File: config.mk
export PLATFORM = sky130hd
export DESIGN_NAME = div_unit
export DESIGN_NICKNAME = d
export VERILOG_FILES = /design/src/rtl/div_unit.sv
export SDC_FILE = /design/constraint.sdc
export NUM_CORES = 1
export LEC_CHECK = 0
export ABC_AREA = 1
export CAP_MARGIN = 10
export CORE_AREA = 2 2 240 124
export DETAILED_ROUTE_END_ITERATION = 8
export DIE_AREA = 0 0 242 126
export GPL_TIMING_DRIVEN = 0
export HOLD_SLACK_MARGIN = 0.1
export PLACE_DENSITY = 0.66
export REMOVE_ABC_BUFFERS = 1
export SLEW_MARGIN = 5
export SYNTH_ARGS = -nofsm -noshare
export SYNTH_HDL_FRONTEND = slang
export SYNTH_SLANG_ARGS = --single-unit
export TNS_END_PERCENT = 10
File: constraint.sdc
create_clock -name clk -period 5.3 [get_ports clk]
set_input_delay 0.795 -clock clk [delete_from_list [all_inputs] [get_ports clk]]
set_output_delay 0.795 -clock clk [all_outputs]
set_load 0.02 [all_outputs]
File: src/rtl/div_unit.sv
// div_unit: multi-cycle signed divider (MIPS div) using radix-2 restoring division.
// Quotient goes to lo, remainder to hi; a divide by zero leaves both untouched
// and raises the sticky div_zero flag instead.
module div_unit #(
  parameter int WIDTH = 32
) (
  input  logic             clk,
  input  logic             reset,
  input  logic             start,
  input  logic [WIDTH-1:0] a,
  input  logic [WIDTH-1:0] b,
  output logic [WIDTH-1:0] lo,
  output logic [WIDTH-1:0] hi,
  output logic             busy,
  output logic             done,
  output logic             div_zero
);

  typedef enum logic [1:0] {
    IDLE,
    CALC,
    FIX,
    DONE
  } state_t;

  localparam int             CW       = $clog2(WIDTH + 1);
  localparam logic [CW-1:0]  CNT_LAST = CW'(WIDTH - 1);

  state_t state_q, state_d;

  logic [WIDTH-1:0] dvsr_q, dvsr_d;
  logic [WIDTH-1:0] rem_q, rem_d;
  logic [WIDTH-1:0] quo_q, quo_d;
  logic [CW-1:0]    cnt_q, cnt_d;
  logic             neg_quo_q, neg_quo_d;
  logic             neg_rem_q, neg_rem_d;
  logic [WIDTH-1:0] lo_q, lo_d;
  logic [WIDTH-1:0] hi_q, hi_d;
  logic             div_zero_q, div_zero_d;

  logic [WIDTH-1:0] a_mag;
  logic [WIDTH-1:0] b_mag;
  logic [WIDTH:0]   rem_sh;
  logic [WIDTH:0]   trial;

  // State register plus all datapath registers, cleared synchronously on reset.
  always_ff @(posedge clk) begin
    if (reset) begin
      state_q    <= IDLE;
      dvsr_q     <= '0;
      rem_q      <= '0;
      quo_q      <= '0;
      cnt_q      <= '0;
      neg_quo_q  <= 1'b0;
      neg_rem_q  <= 1'b0;
      lo_q       <= '0;
      hi_q       <= '0;
      div_zero_q <= 1'b0;
    end else begin
      state_q    <= state_d;
      dvsr_q     <= dvsr_d;
      rem_q      <= rem_d;
      quo_q      <= quo_d;
      cnt_q      <= cnt_d;
      neg_quo_q  <= neg_quo_d;
      neg_rem_q  <= neg_rem_d;
      lo_q       <= lo_d;
      hi_q       <= hi_d;
      div_zero_q <= div_zero_d;
    end
  end

  // Next-state logic: a zero divisor skips straight to DONE, otherwise WIDTH CALC steps then FIX.
  always_comb begin
    state_d = state_q;
    case (state_q)
      IDLE: begin
        if (start) begin
          state_d = (b == '0) ? DONE : CALC;
        end
      end
      CALC: begin
        if (cnt_q == CNT_LAST) begin
          state_d = FIX;
        end
      end
      FIX:     state_d = DONE;
      DONE:    state_d = IDLE;
      default: state_d = IDLE;
    endcase
  end

  // Datapath: latch unsigned magnitudes, do one shift/subtract step per CALC cycle, re-apply signs in FIX.
  always_comb begin
    dvsr_d     = dvsr_q;
    rem_d      = rem_q;
    quo_d      = quo_q;
    cnt_d      = cnt_q;
    neg_quo_d  = neg_quo_q;
    neg_rem_d  = neg_rem_q;
    lo_d       = lo_q;
    hi_d       = hi_q;
    div_zero_d = div_zero_q;

    // Magnitudes are WIDTH bits unsigned, so the most negative operand maps to 2^(WIDTH-1) exactly.
    a_mag  = a[WIDTH-1] ? -a : a;
    b_mag  = b[WIDTH-1] ? -b : b;
    rem_sh = {rem_q, quo_q[WIDTH-1]};
    trial  = rem_sh - {1'b0, dvsr_q};

    case (state_q)
      IDLE: begin
        if (start) begin
          if (b == '0) begin
            div_zero_d = 1'b1;
          end else begin
            dvsr_d     = b_mag;
            quo_d      = a_mag;
            rem_d      = '0;
            cnt_d      = '0;
            neg_quo_d  = a[WIDTH-1] ^ b[WIDTH-1];
            neg_rem_d  = a[WIDTH-1];
            div_zero_d = 1'b0;
          end
        end
      end
      CALC: begin
        quo_d = {quo_q[WIDTH-2:0], ~trial[WIDTH]};
        rem_d = trial[WIDTH] ? rem_sh[WIDTH-1:0] : trial[WIDTH-1:0];
        cnt_d = cnt_q + 1'b1;
      end
      FIX: begin
        lo_d = neg_quo_q ? -quo_q : quo_q;
        hi_d = neg_rem_q ? -rem_q : rem_q;
      end
      default: begin
      end
    endcase
  end

  // Outputs are decoded from registered state only, never from the inputs.
  always_comb begin
    busy     = (state_q == CALC) || (state_q == FIX);
    done     = (state_q == DONE);
    lo       = lo_q;
    hi       = hi_q;
    div_zero = div_zero_q;
  end

endmodule

Word-level counts from Yosys, hierarchy flattened
Index checks and enable logic that the tools add are counted.

operators by class
  add/sub/neg operators = 6
  equality and inequality tests = 7
  mux-type cells = 19
  bitwise gates (word level) = 3
  reduce and logical (&&, ||, !) cells = 8

operators with widths
  cell                   number
  $mux W32               9
  $neg A32 Y32           4
  $pmux W32 S2           2
  $sub A33 B32 Y33       1
  $logic_not A32 Y1      1
  $mux W6                2
  $pmux W6 S2            1
  $pmux W2 S4            1
  $add A6 B1 Y6 const B  1
  $eq A6 B5 Y1 const B   1
  $mux W2                3
  $ne A2 B2 Y1 const B   3
  $reduce_and A3 Y1      2
  $eq A2 B2 Y1 const B   2
  $reduce_and A2 Y1      2
  $eq A2 B1 Y1 const B   1
  $logic_not A2 Y1       1
  $not A1 Y1             2
  $reduce_bool A2 Y1     1
  $logic_or A1 B1 Y1     1
  $mux W1                1
  $xor A1 B1 Y1          1

storage, ports and cells
  bits in registers = 171
  input bits = 67
  logic and storage cells = 53

Logic depth before layout (Yosys ltp)
Gate-level depths: netlist of run 1.

  depth in word-level cells = 5
  depth in mapped cells = 18

Worst setup path after synthesis of run 1
No wires, ideal clock.

  path kind = input -> register
  from = in b[0]
  to = reg quo_q[24]
  setup time = 117 ps
  data arrival time = 2086 ps
  data required time = 5183 ps
  path slack = 3097 ps
  stages = 12
  cell sequence = inv_1 > ha_1 > nand3_1 > nor2_1 > nand2_1 > nor2_4 > nor2_4 > nand2_4 > nand2_4 > clkbuf_1 > o21ai_0 > nor2_1

between the ends
  longest elaborated chain between the ends = 3

RTL lines
  item                                line  RTL
  start: declaration                  11    input logic [WIDTH-1:0] b,
  $logic_not A32 Y1                   114   if (b == '0) begin
  $ne A2 B2 Y1 (no source line)       n/a
  $reduce_and A3 Y1 (no source line)  n/a
  end signal: assignment              63    quo_q <= quo_d;
  end: declaration                    33    logic [WIDTH-1:0] quo_q, quo_d;

No other way between the ends.
A chain may end at the register's enable or synchronous reset.

Final worst setup path of run 1
  from = in b[31]
  to = reg quo_q[31]

Same word-level chain as after synthesis.

==> results.py, run 1 <==
metrics = {
    "status": {
        "status": "completed",
    },
    "clock_network": {
        "ctsResizeCount": 0,
        "cts_sinks": 171,
        "root_cell_of_the_clock_tree": "sky130_fd_sc_hd__clkbuf_16",
        "cts_buffers": 17,
        "clk-insertion-delay-late_ns": 0.46,
        "cts_hold_repair.buffers": 0,
        "setup_buffers_after_cts": 0,
        "clock_path_buffers": 2,
        "cts.clk_slew.worst_paths_ns": 0.07,
        "tritoncts": "yes",
        "htree_num_levels": 4,
    },
    "place": {
        "pre_cts_slack_ns": 0.4684,
        "gp_congestion": 0.9715,
        "hpwl_um": 33670,
        "placement.io_buffers": 133,
    },
    "sta": {
        "slew-limit-headroom": 0.1633,
        "report.final.setup_viol": 0,
        "timing.final.max_slew_violations": 0,
        "timing.clock.skew_ns": 0.01585,
        "setup_ws_ns": 0.8933,
        "fin_crit_ns": 4.407,
        "timing_worst_slew_pin_value_ns": 1.255,
        "fmax_mhz": 226.9,
        "period_share": 0.8315,
        "grt_setup_unrepaired": "no",
        "timing.final.hold_violations": 0,
        "hold-worst-slack_ns": 0.4762,
    },
    "grt": {
        "first_global_vias": 12106,
        "global_route.usage.met2": 0.3643,
        "grt_start_max_net_pins": 87,
        "globalRouteMet3Util": 0.08227,
        "wire_length_of_the_first_global_routing_pass_um": 68400,
        "global_route.usage.met1": 0.4651,
        "grt_remaining_overflow": 0,
        "grtUsageTotal": 0.2878,
        "grt_antenna_before_repair": 0,
        "grt.busiest_layer": "met1",
    },
    "yosys": {
        "part_of_the_yosys_area_used_for_sequential_elements": 0.2666,
        "synth_async_sr_flop_share": 0,
        "postSynthRegisterBits": 171,
        "post_synth_instance_area_um2": 12840,
        "synth_top_area_cell": "sky130_fd_sc_hd__dfxtp_1",
        "syn-mean-instance-area_um2": 6.006,
        "synth_cell_types": 48,
        "synth.top_cells.by_area": "sky130_fd_sc_hd__dfxtp_1, sky130_fd_sc_hd__nand2_1, sky130_fd_sc_hd__inv_1",
        "synthesis.yosys.warnings": 0,
        "synth_enable_flop_cells": 0,
        "postSynthCellCount": 2138,
        "synthFlopType": "sky130_fd_sc_hd__dfxtp_1",
        "netlist.area_leader.share": 0.2666,
    },
    "pwr": {
        "power_report.internal_total_mw": 2.631,
        "switching_share": 0.4224,
        "comb_power_share": 0.379,
        "vdd.ir_drop.worst_mv": 0.2477,
        "p_switching_mw": 1.924,
        "share_of_total_power_in_the_clock_network": 0.280,
        "reg_power_frac": 0.341,
        "power_density_nw_per_um2": 304.1,
        "power.static_leakage_nw": 7.131,
        "total_chip_power_mw": 4.556,
    },
    "die": {
        "number_of_i_o_pins": 134,
        "die-width_um": 242,
        "core_area_um2": 28410,
        "design.die.area_um2": 30490,
        "initial_utilization": 0.4520,
        "die_height_um": 126,
        "placementRows": 44,
    },
    "min_path": {
        "worstHoldStart": "cnt_q[4]",
        "timing.hold.worst.class": "reg -> reg",
    },
    "critical_path": {
        "critical_path_required_ns": 5.62,
        "critical_path_buf_inv_count": 2,
        "setup.worst_path.end_class": "flip-flop",
        "cp-startpoint": "b[31]",
        "rr_startpoint": "state_q[1]",
        "cpMaxStageDelayCell": "sky130_fd_sc_hd__clkdlybuf4s50_1",
        "timing.critical_path.max_delay_family": "buffers and inverters",
        "signal_arrival_time_at_the_worst_endpoint_ns": 4.73,
        "cp-start-kind": "input pin",
        "critical_path_peak_fanout": 63,
        "highest_cell_delay_on_the_worst_timing_path_ns": 1.10,
        "path_class": "in -> reg",
        "path_cells": "clkdlybuf4s50_1 > nor3_1 > nand3_2 > nor2_4 > nor2_4 > nand2_4 > nand2_4 > clkinv_2 > o21ai_0 > a21oi_1",
    },
    "routing": {
        "wirelength_um": 44250,
        "wire_per_inst_um": 16.91,
        "drc": 0,
        "route.detailed.vias_per_inst": 5.384,
        "drt_iter0_markers": 1654,
        "dr_total_vias": 14091,
        "final_antenna_net_count": 0,
        "drt_pre_antenna_iters": 5,
    },
    "job": {
        "max_cap_viol_count": 0,
    },
    "layout": {
        "area.growth.synth_to_final_pct": 16.65,
        "fillerInstances": 2932,
        "layout-drive-gt1-share": 0.04403,
        "insertedDiodeCount": 0,
        "fin_nets": 2323,
    },
}
## tightest hold or removal path, delay by kind of cell, from the launching register on
kind | cells | cell delay, ns
DFF | 1 | 0.33
and+or+nand+nor | 2 | 0.12
## through the flow
step	TNS (ns)	instance area (µm²)	util	instances
6_report	0	14980	0.5273	2617
5_1_grt	0	14980	0.5273	2617
4_1_cts	0	14960	0.5266	2616
3_3_place_gp	-201.30	14270	0.5025	2580
3_5_place_dp	0	14380	0.5063	2584
2_1_floorplan	0	12450	-	2056
## Yosys cell counts, types with 9 or more instances
cell,count
sky130_fd_sc_hd__nor4_1,9
sky130_fd_sc_hd__xor2_1,50
sky130_fd_sc_hd__o221ai_1,17
sky130_fd_sc_hd__dfxtp_1,171
sky130_fd_sc_hd__buf_2,10
sky130_fd_sc_hd__nor2_1,223
sky130_fd_sc_hd__o21ai_0,130
sky130_fd_sc_hd__inv_1,327
sky130_fd_sc_hd__inv_2,14
sky130_fd_sc_hd__xnor2_1,20
sky130_fd_sc_hd__o211ai_1,22
sky130_fd_sc_hd__ha_1,42
sky130_fd_sc_hd__nand2_2,9
sky130_fd_sc_hd__nand4_1,18
sky130_fd_sc_hd__nand3_1,159
sky130_fd_sc_hd__nor3_1,28
sky130_fd_sc_hd__a21oi_1,173
sky130_fd_sc_hd__clkbuf_1,56
sky130_fd_sc_hd__nand2_1,563
sky130_fd_sc_hd__o21ai_1,9
## cell usage in the layout, fill, tap and decap left out, drive strengths merged, types with 4 or more instances in the layout
cell type,n
buf,6
o21bai,6
xnor2,20
ha,42
inv,346
nand3,162
a31oi,5
o21ai,141
nand2,577
o22ai,4
nor4,9
a21oi,178
clkbuf,19
o221ai,17
nand3b,5
dfxtp,171
xor2,50
and2,5
nor3,34
clkinv,5
clkdlybuf4s50,132
nand4,18
nor2,233
o211ai,22
## cell families (layout without fill, tap and decap cells)
logic type | after synthesis | after routing | synth area share
compound gates | 382 | 382 | 0.1654
xor+xnor | 70 | 70 | 0.04774
fa+ha+maj | 43 | 43 | 0.04248
buf+inv | 424 | 512 | 0.1303
flops | 171 | 171 | 0.2666
mux | 1 | 1 | 0.0008769
simple gates | 1047 | 1047 | 0.3466
## power by group through the flow
| stage | Combinational, mW | Clock [mW] | Sequential [mW] |
|---|---|---|---|
| final | 1.73 | 1.28 | 1.55 |
| after floorplan | 1.04 | 0 | 1.58 |
| after global placement | 1.63 | 0 | 1.57 |
| after detailed placement | 1.66 | 0 | 1.58 |
| after global routing | 1.89 | 1.35 | 1.57 |
| after CTS | 1.67 | 1.29 | 1.55 |
## worst paths after layout
path               endpoint  slack, ns  cells past startpoint
setup / recovery  quo_q[31]       0.89                     10
hold / removal     cnt_q[4]       0.48                      2
hold reg to reg    cnt_q[4]       0.48                      2
setup reg to reg  quo_q[31]       1.45                      7
## state kept, by name, summed over array words and instances (netlist names)
register	count
cnt_q	6
div_zero	1
dvsr_q	32
hi	32
lo	32
neg_quo_q	1
neg_rem_q	1
quo_q	32
rem_q	32
state_q	2
## per-layer routing
metal / vias up / wire [µm]
li1: 6979 / -
met1: 6441 / 23000
met2: 650 / 16000
met3: 21 / 4963
met4: 0 / 285
met5: - / 0
## area by class of cell
class | count | area, µm² | share of cell area
multi-input combinational | 1543 | 7757 | 0.5179
sequential | 171 | 3423 | 0.2285
timing repair buffer | 138 | 1446 | 0.09656
inverter | 342 | 1287 | 0.08595
tap | 391 | 489.2 | 0.03266
clock buffer | 19 | 442.9 | 0.02957
clock inverter | 13 | 132.6 | 0.008854
(Power assumes the default switching activity.)
==> run 2: changes to the inputs <==
PLACE_DENSITY = 0.69   (was 0.66)
clock period = 3.9 ns   (was 5.3 ns; I/O delays follow)
==> run 2 against run 1 <==
Compared with the run above:
- wire length rose by 0.42%
- combinational power up 35%
- total power grew 36%
- utilization about the same
- global-route usage is 0.34 points lower
- die area unchanged
- sequential power grew 36%
- clock skew shrank 0.0029 ns
- critical path type unchanged
==> results.py, run 2 (same netlist as run 1, synthesis figures left out) <==
metrics = {
    "routing": {
        "final_antenna_net_count": 0,
        "drt_iter0_markers": 1515,
        "drt_pre_antenna_iters": 6,
        "dr_total_vias": 13996,
        "wirelength_um": 44430,
        "route.detailed.vias_per_inst": 5.346,
        "wire_per_inst_um": 16.97,
        "drc": 0,
    },
    "sta": {
        "hold-worst-slack_ns": 0.3667,
        "timing_worst_slew_pin_value_ns": 1.251,
        "grt_setup_unrepaired": "no",
        "fin_crit_ns": 3.754,
        "timing.final.hold_violations": 0,
        "timing.clock.skew_ns": 0.01291,
        "fmax_mhz": 266.4,
        "timing.final.max_slew_violations": 0,
        "report.final.setup_viol": 0,
        "period_share": 0.9626,
        "slew-limit-headroom": 0.1637,
    },
    "critical_path": {
        "worst-r2r-cell-count": 7,
        "rr_startpoint": "state_q[1]",
        "critical_path_peak_fanout": 63,
        "path_cells": "clkdlybuf4s50_1 > nor3_1 > nand3_2 > nor2_4 > nor2_4 > nand2_4 > nand2_4 > clkinv_4 > nand2_1 > a21oi_1",
        "cp-start-kind": "input pin",
        "signal_arrival_time_at_the_worst_endpoint_ns": 4.12,
        "critical_path_required_ns": 4.27,
        "highest_cell_delay_on_the_worst_timing_path_ns": 0.94,
        "path_class": "in -> reg",
        "regToRegSetupSlack_ns": 0.41,
        "critical_path.reg2reg.endpoint": "rem_q[27]",
        "setup.worst_path.end_class": "flip-flop",
        "cpMaxStageDelayCell": "sky130_fd_sc_hd__clkdlybuf4s50_1",
    },
    "die": {
        "placementRows": 44,
        "core_area_um2": 28410,
        "die-width_um": 242,
        "design.die.area_um2": 30490,
        "number_of_i_o_pins": 134,
        "die_height_um": 126,
        "initial_utilization": 0.4520,
    },
    "pwr": {
        "power_density_nw_per_um2": 412.1,
        "power.static_leakage_nw": 7.139,
        "vdd.ir_drop.worst_mv": 0.3329,
        "total_chip_power_mw": 6.178,
    },
    "clock_network": {
        "htree_num_levels": 4,
        "clock_path_buffers": 2,
        "cts_sinks": 171,
        "cts_hold_repair.buffers": 0,
        "cts_buffers": 17,
        "clk-insertion-delay-late_ns": 0.46,
        "cts.clk_slew.worst_paths_ns": 0.07,
        "tritoncts": "yes",
        "setup_buffers_after_cts": 0,
        "root_cell_of_the_clock_tree": "sky130_fd_sc_hd__clkbuf_16",
    },
    "place": {
        "gp_congestion": 0.9414,
        "dpl_cell_area_um2": 14380,
        "place.detailed.instances": 2584,
        "hpwl_um": 33900,
        "placement.io_buffers": 133,
    },
    "min_path": {
        "min_delay_path_depth": 2,
        "timing.hold.worst.class": "in -> reg",
        "worstHoldStart": "reset",
        "worst_hold_end": "quo_q[1]",
    },
    "grt": {
        "grt_start_max_net_pins": 90,
        "grt_remaining_overflow": 0,
        "first_global_vias": 12188,
        "grt_antenna_before_repair": 0,
        "wire_length_of_the_first_global_routing_pass_um": 68000,
        "grtUsageTotal": 0.2843,
    },
    "layout": {
        "final_cell_area_excluding_filler_cells_um2": 14990,
        "fin_nets": 2324,
        "final_cell_mix": "sky130_fd_sc_hd__nand2_1, sky130_fd_sc_hd__inv_1, sky130_fd_sc_hd__nor2_1",
        "layout-drive-gt1-share": 0.04490,
        "area.growth.synth_to_final_pct": 16.76,
        "layout.cells.non_filler": 2618,
        "insertedDiodeCount": 0,
        "postLayoutCoreUtil": 0.5278,
        "mostFrequentLayoutCell": "sky130_fd_sc_hd__nand2_1",
    },
    "job": {
        "max_cap_viol_count": 0,
    },
    "status": {
        "status": "completed",
    },
}
[run 2: final cells by class]
type	count	area (µm²)
clock inverter	14	136.4
clock buffer	18	439.2
sequential	171	3423
fill	2985	13410
inverter	342	1291
timing repair buffer	138	1446
multi-input combinational	1544	7767
tap	391	489.2
[run 2: critical path, delay by kind of cell]
family                 cells  cell delay [ns]
buffers and inverters      2             1.45
AO/OA/AOI/OAI              1             0.20
AND/OR/NAND/NOR            7             1.81
[run 2: report_power, final]
part	leakage (nW)	switching (mW)	total (mW)	internal, mW
combinational	5.47	1.60	2.34	0.741
clock	0.279	0.816	1.72	0.909
sequential	1.39	0.186	2.11	1.92
[run 2: worst max path at each step]
| stage | startpoint | cells after the start | to | slack, ns |
|---|---|---|---|---|
| final | b[31] | 10 | rem_q[27] | 0.15 |
| after detailed placement | b[31] | 10 | quo_q[31] | -0.54 |
| after global placement | reset | 4 | dvsr_q[12] | -3.93 |
| after floorplan | state_q[0] | 7 | hi[13] | 0.38 |
| after CTS | state_q[1] | 6 | rem_q[27] | 0.16 |
| after global routing | b[31] | 10 | rem_q[27] | 0.02 |
[run 2: per-layer routing]
layer	GRT usage	vias up	wire [µm]	share of wire
met3	0.07332	33	4775	0.11
met4	0.04684	0	399	0.0090
li1	-	6981	-	-
met2	0.3614	637	16230	0.37
met5	0	-	0	0
met1	0.4650	6345	23030	0.52
[run 2: stage by stage]
| stage | setup slack (ns) | setup TNS (ns) |
|---|---|---|
| 3_3_place_gp | -3.928 | -343.73 |
| 6_report | 0.1457 | 0 |
| 4_1_cts | 0.1625 | 0 |
| 2_1_floorplan | 0.3824 | 0 |
| 3_5_place_dp | -0.5442 | -24.16 |
| 5_1_grt | 0.01707 | 0 |
[run 2: what timing repair did]
action	CTS	global route
resized for setup	1	0
gates cloned	0	1
endpoints found under the setup margin	4	4
pin swaps	0	1
